<file path="config.mk">
export PLATFORM = sky130hd
export DESIGN_NAME = fp_mul
export DESIGN_NICKNAME = d
export VERILOG_FILES = /design/src/rtl/fp_mul_pkg.sv /design/src/rtl/fp_special.sv /design/src/rtl/mul_addshift.sv /design/src/rtl/fp_mul.sv
export SDC_FILE = /design/constraint.sdc
export NUM_CORES = 1
export LEC_CHECK = 0
export BUFFER_PORTS_ARGS = -buffer_cell sky130_fd_sc_hd__clkbuf_2
export CAP_MARGIN = 25
export CORE_MARGIN = 2
export CORE_UTILIZATION = 50
export DETAILED_ROUTE_END_ITERATION = 12
export PLACE_DENSITY = 0.79
export SLEW_MARGIN = 30
export SYNTH_ARGS = -nofsm -noshare
export SYNTH_HDL_FRONTEND = slang
export SYNTH_SLANG_ARGS = --single-unit
</file>
<file path="constraint.sdc">
create_clock -name clk -period 6.4 [get_ports clk]
set_clock_uncertainty 0.15 [all_clocks]
set_input_delay 1.28 -clock clk [delete_from_list [all_inputs] [get_ports clk]]
set_output_delay 1.28 -clock clk [all_outputs]
set_load 0.02 [all_outputs]
</file>
<file path="src/rtl/fp_mul_pkg.sv">
// fp_mul_pkg: shared FSM/special-case types and the NAN/INF result encodings.
`ifndef FP_DEFS_VH
`define FP_DEFS_VH
`define NAN {1'b0, {EXP_W{1'b1}}, 1'b1, {(DATA_W-EXP_W-2){1'b0}}}
`define INF(s) {s, {EXP_W{1'b1}}, {(DATA_W-EXP_W-1){1'b0}}}
`endif
package fp_mul_pkg;
  typedef enum logic [1:0] {IDLE, MUL, NORM, RND} state_e;
  typedef enum logic [1:0] {SP_NONE, SP_ZERO, SP_INF, SP_NAN} spec_e;
  function automatic spec_e classify(input logic az, ai, an, bz, bi, bn);
    return (an | bn | (ai & bz) | (bi & az)) ? SP_NAN :
           (ai | bi) ? SP_INF : (az | bz) ? SP_ZERO : SP_NONE;
  endfunction
endpackage

</file>
<file path="src/rtl/fp_special.sv">
// fp_special: classifies one operand magnitude as zero (exponent 0), infinity or NaN.
module fp_special #(
  parameter int DATA_W = 32,
  parameter int EXP_W  = 8
) (
  input  logic [DATA_W-2:0] i_x,
  output logic              o_zero,
  output logic              o_inf,
  output logic              o_nan
);
  logic w_exp_max, w_frac_nz;
  assign w_exp_max = &i_x[DATA_W-2 -: EXP_W];
  assign w_frac_nz = |i_x[DATA_W-EXP_W-2:0];
  assign o_zero    = ~|i_x[DATA_W-2 -: EXP_W];
  assign o_inf     = w_exp_max & ~w_frac_nz;
  assign o_nan     = w_exp_max & w_frac_nz;
endmodule

</file>
<file path="src/rtl/mul_addshift.sv">
// mul_addshift: unsigned W x W shift-add multiplier, one partial product per enabled cycle.
module mul_addshift #(
  parameter int W = 24
) (
  input  logic           clk,
  input  logic           rst,
  input  logic           i_load,
  input  logic           i_en,
  input  logic [W-1:0]   i_a,
  input  logic [W-1:0]   i_b,
  output logic [2*W-1:0] o_p,
  output logic           o_done
);
  localparam int CW = $clog2(W + 1);
  logic [W-1:0]  r_mcand, r_hi, r_lo;
  logic [CW-1:0] r_cnt;
  logic          r_done;
  logic [W:0]    w_sum;
  // multiplier bits retire from the low half as product bits shift in from the top
  assign w_sum = {1'b0, r_hi} + {1'b0, {W{r_lo[0]}} & r_mcand};
  always_ff @(posedge clk) begin
    if (!rst) begin
      r_mcand <= '0;
      r_hi    <= '0;
      r_lo    <= '0;
      r_cnt   <= '0;
      r_done  <= 1'b0;
    end else if (i_load) begin
      r_mcand <= i_a;
      r_hi    <= '0;
      r_lo    <= i_b;
      r_cnt   <= '0;
      r_done  <= 1'b0;
    end else if (i_en && !r_done) begin
      {r_hi, r_lo} <= {w_sum, r_lo[W-1:1]};
      r_cnt        <= r_cnt + CW'(1);
      r_done       <= r_cnt == CW'(W - 1);
    end
  end
  assign o_p    = {r_hi, r_lo};
  assign o_done = r_done;
endmodule

</file>
<file path="src/rtl/fp_mul.sv">
// fp_mul: iterative IEEE-754 multiplier with fixed MAN_W+3 cycle latency,
// round to nearest even, flush-to-zero underflow.
module fp_mul
  import fp_mul_pkg::*;
#(
  parameter int DATA_W = 32,
  parameter int EXP_W  = 8
) (
  input  logic              clk,
  input  logic              rst,
  input  logic              start,
  input  logic [DATA_W-1:0] op_a,
  input  logic [DATA_W-1:0] op_b,
  output logic              done,
  output logic [DATA_W-1:0] res,
  output logic              overflow,
  output logic              underflow,
  output logic              exception
);
  localparam int MAN_W = DATA_W - EXP_W;
  localparam int EXTRA = 3;
  localparam int EW    = EXP_W + 2;
  localparam logic [EW-1:0]        BIAS = EW'((1 << (EXP_W - 1)) - 1);
  localparam logic signed [EW-1:0] EMAX = EW'((1 << EXP_W) - 1);
  localparam logic signed [EW-1:0] EMIN = '0;
  state_e                   r_state;
  spec_e                    r_spec, w_spec;
  logic                     r_sign, r_done, r_ovf, r_unf, r_exc;
  logic [EXP_W-1:0]         r_ea, r_eb;
  logic signed [EW-1:0]     r_e, w_e_n, w_e_r;
  logic [MAN_W+EXTRA-1:0]   r_nm;
  logic [DATA_W-1:0]        r_res, w_res;
  logic [2*MAN_W-1:0]       w_p, w_norm;
  logic [MAN_W-1:0]         w_mant;
  logic [MAN_W:0]           w_sum;
  logic [MAN_W-2:0]         w_man_r;
  logic w_mul_done, w_az, w_ai, w_an, w_bz, w_bi, w_bn, w_up, w_ovf, w_unf;
  fp_special #(.DATA_W(DATA_W), .EXP_W(EXP_W)) u_spec_a (
    .i_x(op_a[DATA_W-2:0]), .o_zero(w_az), .o_inf(w_ai), .o_nan(w_an));
  fp_special #(.DATA_W(DATA_W), .EXP_W(EXP_W)) u_spec_b (
    .i_x(op_b[DATA_W-2:0]), .o_zero(w_bz), .o_inf(w_bi), .o_nan(w_bn));
  mul_addshift #(.W(MAN_W)) u_core (
    .clk(clk), .rst(rst), .i_load(start), .i_en(r_state == MUL),
    .i_a({1'b1, op_a[MAN_W-2:0]}), .i_b({1'b1, op_b[MAN_W-2:0]}),
    .o_p(w_p), .o_done(w_mul_done));
  assign w_spec  = classify(w_az, w_ai, w_an, w_bz, w_bi, w_bn);
  assign w_norm  = w_p[2*MAN_W-1] ? w_p : {w_p[2*MAN_W-2:0], 1'b0};
  assign w_e_n   = EW'(r_ea) + EW'(r_eb) - BIAS + EW'(w_p[2*MAN_W-1]);
  // r_nm = {mantissa, guard, round, sticky}
  assign w_mant  = r_nm[MAN_W+EXTRA-1:EXTRA];
  assign w_up    = r_nm[2] & (r_nm[1] | r_nm[0] | w_mant[0]);
  assign w_sum   = {1'b0, w_mant} + {{MAN_W{1'b0}}, w_up};
  assign w_e_r   = r_e + EW'(w_sum[MAN_W]);
  assign w_man_r = w_sum[MAN_W] ? w_sum[MAN_W-1:1] : w_sum[MAN_W-2:0];
  assign w_ovf   = w_e_r >= EMAX;
  assign w_unf   = w_e_r <= EMIN;
  assign w_res   = r_spec == SP_NAN  ? `NAN :
                   r_spec == SP_INF  ? `INF(r_sign) :
                   r_spec == SP_ZERO ? {r_sign, {(DATA_W-1){1'b0}}} :
                   w_ovf             ? `INF(r_sign) :
                   w_unf             ? {r_sign, {(DATA_W-1){1'b0}}} :
                   {r_sign, w_e_r[EXP_W-1:0], w_man_r};
  always_ff @(posedge clk) begin
    if (!rst) begin
      r_state <= IDLE;
      r_done  <= 1'b0;
      r_res   <= '0;
      r_ovf   <= 1'b0;
      r_unf   <= 1'b0;
      r_exc   <= 1'b0;
    end else begin
      r_done <= 1'b0;
      if (start) begin
        r_state <= MUL;
        r_sign  <= op_a[DATA_W-1] ^ op_b[DATA_W-1];
        r_ea    <= op_a[DATA_W-2 -: EXP_W];
        r_eb    <= op_b[DATA_W-2 -: EXP_W];
        r_spec  <= w_spec;
      end else begin
        case (r_state)
          MUL: if (w_mul_done) r_state <= NORM;
          NORM: begin
            r_e     <= w_e_n;
            r_nm    <= {w_norm[2*MAN_W-1 -: MAN_W+2], |w_norm[MAN_W-3:0]};
            r_state <= RND;
          end
          RND: begin
            r_res   <= w_res;
            r_ovf   <= (r_spec == SP_NONE) & w_ovf;
            r_unf   <= (r_spec == SP_NONE) & ~w_ovf & w_unf;
            r_exc   <= r_spec == SP_NAN;
            r_done  <= 1'b1;
            r_state <= IDLE;
          end
          default: r_state <= IDLE;
        endcase
      end
    end
  end
  assign done      = r_done;
  assign res       = r_res;
  assign overflow  = r_ovf;
  assign underflow = r_unf;
  assign exception = r_exc;
endmodule

</file>
; Yosys cells after proc, flatten, opt, wreduce, memory -nomap -nowiden
; Index checks and enable logic that the tools add are counted.
[classes]
n_addsub = 7
mul = 0
div_mod_pow = 0
order_cmp = 2
n_eq_ne = 9
shifts = 0
muxes = 15
bitwise = 24
n_reduce_logical = 18
[ops]
columns = operator, n
row1 = 31-bit two-way mux, 4
row2 = 24-bit two-way mux, 2
row3 = 47-bit two-way mux, 1
row4 = 23-bit OR reduction, 2
row5 = 32-bit two-way mux, 1
row6 = 24-bit by 1-bit adder with 25-bit output, 1
row7 = 24-bit by 24-bit adder with 25-bit output, 1
row8 = 24-bit bitwise AND, 1
row9 = 23-bit two-way mux, 1
row10 = 22-bit OR reduction, 1
row11 = 10-bit by 1-bit adder with 10-bit output, 2
row12 = 8-bit AND reduction, 2
row13 = 8-bit OR reduction, 2
row14 = 1-bit bitwise AND, 10
row15 = 10-bit by 9-bit >= comparator with 1-bit output (second input constant), 1
row16 = 10-bit by 1-bit less-or-equal comparator with 1-bit output (second input constant), 1
row17 = 9-bit by 7-bit subtractor with 10-bit output (second input constant), 1
row18 = 8-bit by 8-bit adder with 9-bit output, 1
row19 = 2-bit equality test (second input constant), 4
row20 = 1-bit bitwise OR, 7
row21 = 5-bit by 1-bit adder with 5-bit output (second input constant), 1
row22 = 5-bit equality test (second input constant), 1
row23 = 1-bit NOT, 5
row24 = 2-bit by 1-bit equality test with 1-bit output (second input constant), 2
row25 = 13 further kinds, 20
[word_totals]
ff_bits = 172
latch_bits = 0
mem_bits_rw = 0
mem_bits_ro = 0
out_inout_bits = 36
wordCells = 95
n_memories = 0

; Depth between registers and ports, before layout
[logic_depth]
word_depth = 11
depth_mapped = 15
ltp_nobuf = 14

; Cells and area by module
; A second synthesis with hierarchy kept.
[hier_totals]
cells_unflattened = 993
area_unflattened_um2 = 9340.2
[modules_own_cells]
columns = module, n_inst, cells_each, area_per_inst_um2
row1 = fp_mul, 1, 422, 4732.0
row2 = mul_addshift, 1, 539, 4410.5
row3 = fp_special, 2, 16, 98.8

; Worst setup path before layout
; OpenSTA, ideal clock, no wires.
[synth_timing]
kind = reg2reg
start = reg r_nm[2]
end = reg r_res[7], in the netlist res[7]
setup_ns = 0.067
arrival_time_ns = 3.528
slack_ns = 2.655
stages_incl_launch_ff = 16
n_path_buf = 1
cell_sequence = edfxtp_1 > and2_1 > ha_1 > nand3_1 > nor4_4 > nand3_1 > inv_2 > ha_1 > ha_1 > nand3_1 > o21ai_1 > o311ai_0 > o21a_1 > or4_1 > buf_4 > o21ai_2
[synth_between]
elab_chain_len = 9
word_cells_on_any_way = 11
classes_between = 2 x add/sub / 2 x order compare / 6 x mux / 1 x bitwise
[synth_rtl]
columns = item, line_no
row1 = from (decl), fp_mul.sv:31  ; logic [MAN_W+EXTRA-1:0] r_nm;
row2 = from (signal assigned), fp_mul.sv:84  ; r_nm <= {w_norm[2*MAN_W-1 -: MAN_W+2], |w_norm[MAN_W-3:0]};
row3 = 1-bit bitwise AND *, fp_mul.sv:51  ; assign w_up = r_nm[2] & (r_nm[1] | r_nm[0] | w_mant[0]);
row4 = 24-bit by 1-bit adder with 25-bit output *, fp_mul.sv:52  ; assign w_sum = {1'b0, w_mant} + {{MAN_W{1'b0}}, w_up};
row5 = 10-bit by 1-bit adder with 10-bit output, fp_mul.sv:53  ; assign w_e_r = r_e + EW'(w_sum[MAN_W]);
row6 = 10-bit by 1-bit less-or-equal comparator with 1-bit output, fp_mul.sv:56  ; assign w_unf = w_e_r <= EMIN;
row7 = 31-bit two-way mux, fp_mul.sv:61  ; w_unf ? {r_sign, {(DATA_W-1){1'b0}}} :
row8 = 31-bit two-way mux *, fp_mul.sv:60  ; w_ovf ? `INF(r_sign) :
row9 = 31-bit two-way mux *, fp_mul.sv:59  ; r_spec == SP_ZERO ? {r_sign, {(DATA_W-1){1'b0}}} :
row10 = 31-bit two-way mux *, fp_mul.sv:58  ; r_spec == SP_INF ? `INF(r_sign) :
row11 = 32-bit two-way mux *, fp_mul.sv:57  ; assign w_res = r_spec == SP_NAN ? `NAN :
row12 = to (signal assigned), fp_mul.sv:88  ; r_res <= w_res;
row13 = to (decl), fp_mul.sv:32  ; logic [DATA_W-1:0] r_res, w_res;
; Every way passes the cells marked *; elsewhere a longest branch is shown, timed or not.
; A chain may end at the register's enable or synchronous reset.

; Worst setup path after layout
[layout_timing]
start = reg r_nm[2]
end = reg r_res[19], in the netlist res[19]
; The elaborated chain is that of the path after synthesis.

==> results.toml <==
[status]
outcome = "finished clean"

[cts]
hold_buffers = 0
cts_setup_buffers = 0
ctsResizeCount = 0
insertion_delay_ps = 440
cts_tree = "yes"
cts-root-buf = "clkbuf_16"
htreeDepth = 4
clk_path_buf_depth = 2
cts_buffers = 17
cts.sink_count = 172
clk_pin_slew_ps = 70

[timing]
fin_crit_sh_pct = 71.7
holdWs_ps = 312
grt_setup_unrepaired = "no"
setup_violations = 0
drv_slew = 0
max_clock_freq_ghz = 0.218
tightest_slew_ps = 981
slew_headroom_pct = 34.4
hold_viol_final = 0
layout_min_cycle_time_ps = 4590
fin_tns_setup_ps = 0

[flow_run]
drv_cap = 0

[grt]
grt_pass1_vias = 7225
antenna_found_initial = 0
grt_usage_pct = 22.3
grt-ovfl-total = 0
grt_first_pass_wirelength_um = 36100
grt_start_max_net_pins = 73

[synthesis]
async_reset_ff_share_pct = 0
synth_cells = 1016
synth.distinct_cells = 68
syn_area_um2 = 9420
syn_area_per_cell_um2 = 9.27
ys_warn_count = 0
synth_edf_count = 56
ys_ff_latch = 172
mappedNetlistNets = 1132
ys_seq_area_share_pct = 42.5
synthFlopType = "dfxtp_1"

[setup_path]
ff2ff_path_depth = 14
endpoint_kind = "register"
criticalPathCategory = "reg2reg"
cp-start-kind = "register"
crit_arrival_ps = 4800
required_ps = 6610
cp_max_fo = 10

[place]
portBuffers = 102
dp_hpwl_um = 16000
gp_congestion = 0.940
placed_cells = 1308

[routing]
wl_um = 21600
drc_errors = 0
wl_per_cell_um = 16.1
vias_per_cell = 5.88
drtIter0Drc = 577
drtPass1Iterations = 5
vias = 7877
ant_nets = 0

[floorplanning]
die_x_um = 141
ios = 103
die_area_um2 = 19900
initial_utilization_pct = 50.7
rows = 50
fp.dieH_um = 141
core-area_um2 = 18600

[cells_and_area]
utilization_pct = 57.4
antenna_cells = 0
drive_gt1_share_pct = 16.8
fin_nets = 1209
final_common_cell = "nand2_1"
area_growth_pct = 13.2
layout.cells.most_common_list = "123 x nand2_1, 115 x dfxtp_1, 101 x clkbuf_2, 78 x a21oi_1, 56 x edfxtp_1"
num-fill-cells = 1576
final_cells = 1340

[pwr]
p_per_area_nw_per_um2 = 231
p_leak_nw = 4.25
vdd_drop_max_mv = 0.183
power_mw = 2.46

[worst_hold_path]
worstHoldPathCells = 2
min_path_type = "reg2reg"
-- power by group --
group | leakage [nW] | internal [mW] | switching (mW)
Sequential | 1.47 | 1.16 | 0.0249
Clock | 0.289 | 0.595 | 0.460
Combinational | 2.49 | 0.0933 | 0.126
-- kinds of logic (layout without fill, tap and decap cells) --
family / Yosys count / after routing / share of synthesized area, %
flops: 172 / 172 / 42.5
fa+ha+maj: 49 / 49 / 6.67
buf+inv: 77 / 167 / 3.24
xor+xnor: 43 / 43 / 4.00
mux: 50 / 50 / 5.65
simple gates: 392 / 392 / 21.3
compound gates: 233 / 233 / 16.6
-- synth_stat cells, types with 3 or more instances --
| library cell | count | area share (%) |
|---|---|---|
| a221oi_1 | 5 | 0.47 |
| clkbuf_1 | 38 | 1.5 |
| ha_1 | 47 | 6.2 |
| a21oi_1 | 78 | 4.1 |
| nor3_1 | 22 | 1.2 |
| mux2_2 | 25 | 3.0 |
| nand3_1 | 31 | 1.6 |
| inv_1 | 27 | 1.1 |
| a22o_1 | 4 | 0.37 |
| o21ai_0 | 34 | 1.8 |
| xnor2_1 | 25 | 2.3 |
| a21o_1 | 8 | 0.64 |
| o2111ai_1 | 4 | 0.37 |
| a32o_1 | 4 | 0.43 |
| xor2_1 | 18 | 1.7 |
| o21a_1 | 12 | 0.96 |
| o21bai_1 | 4 | 0.32 |
| nand2_1 | 123 | 4.9 |
| nand4_1 | 18 | 1.2 |
| buf_1 | 5 | 0.20 |
| o211ai_1 | 11 | 0.88 |
| nand2b_1 | 4 | 0.27 |
| mux2i_1 | 25 | 2.7 |
| nor2_1 | 55 | 2.2 |
| edfxtp_1 | 56 | 18 |
| or4_1 | 10 | 0.80 |
| and3_1 | 6 | 0.40 |
| o311ai_0 | 5 | 0.47 |
| and4_1 | 8 | 0.74 |
| o21ai_1 | 8 | 0.43 |
| a211o_1 | 4 | 0.37 |
| a21boi_0 | 6 | 0.48 |
| and2_1 | 32 | 2.1 |
| or3_1 | 5 | 0.33 |
| a2111o_1 | 6 | 0.72 |
| a221o_1 | 5 | 0.53 |
| a211oi_1 | 6 | 0.48 |
| dfxtp_1 | 116 | 25 |
| nor2b_1 | 52 | 3.5 |
| a2111oi_0 | 3 | 0.28 |
| o21ai_2 | 9 | 0.84 |
| nor4_1 | 17 | 1.1 |
-- flip-flops by register name (all words and copies together), names as in the netlist --
name	cells
r_eb	8
exception	1
done	1
r_spec	2
r_nm	27
r_ea	8
r_sign	1
u_core.r_hi	24
u_core.r_lo	24
u_core.r_cnt	5
res	32
u_core.r_mcand	24
u_core.o_done	1
overflow	1
r_state	2
r_e	10
underflow	1
-- routing by layer --
layer / up-vias / share of wire, % / track usage (%) / wire length (µm)
li1: 3858 / - / - / -
met1: 3719 / 46 / 30.5 / 9870
met2: 263 / 46 / 35.8 / 9900
met3: 37 / 6.3 / 3.84 / 1360
met4: 0 / 2.3 / 8.16 / 492
met5: - / 0 / 0 / 0
-- path summary, 6_finish.rpt --
kind                            startpoint       to  slack [ps]
worst min register to register      res[7]   res[7]         310
worst max-delay path               r_nm[2]  res[19]        1810
worst max register to register     r_nm[2]  res[19]        1810
worst min-delay path                res[7]   res[7]         310
-- worst max-delay path, cell delays in order, from the launching register on --
cell and delay (ps):
edfxtp_1 380, and2_1 140, ha_1 170, nand3_1 200, nor4_4 480, nand3_1 290, inv_2 210, ha_1 270
ha_1 320, nand3_1 220, nor2_1 220, o311ai_0 200, o21a_1 240, or4_1 790, o21ai_2 230
-- stage by stage --
| step | area (µm²) | setup WS (ps) |
|---|---|---|
| final | 10700 | 1810 |
| after global routing | 10700 | 1390 |
| after CTS | 10700 | 1820 |
| after detailed placement | 10100 | 1870 |
| after global placement | 10100 | 2100 |
| after floorplan | 9420 | 2650 |
-- area by class of cell --
type / count / area (µm²) / area share (%)
multi-input cells: 767 / 5110 / 48.0
well taps: 234 / 293 / 2.75
flip-flops and latches: 172 / 4010 / 37.6
clock buffers: 19 / 443 / 4.16
repair buffers: 107 / 548 / 5.14
inverters: 28 / 105 / 0.986
clock inverters: 13 / 153 / 1.43
Power figures use the tool's default switching activity.
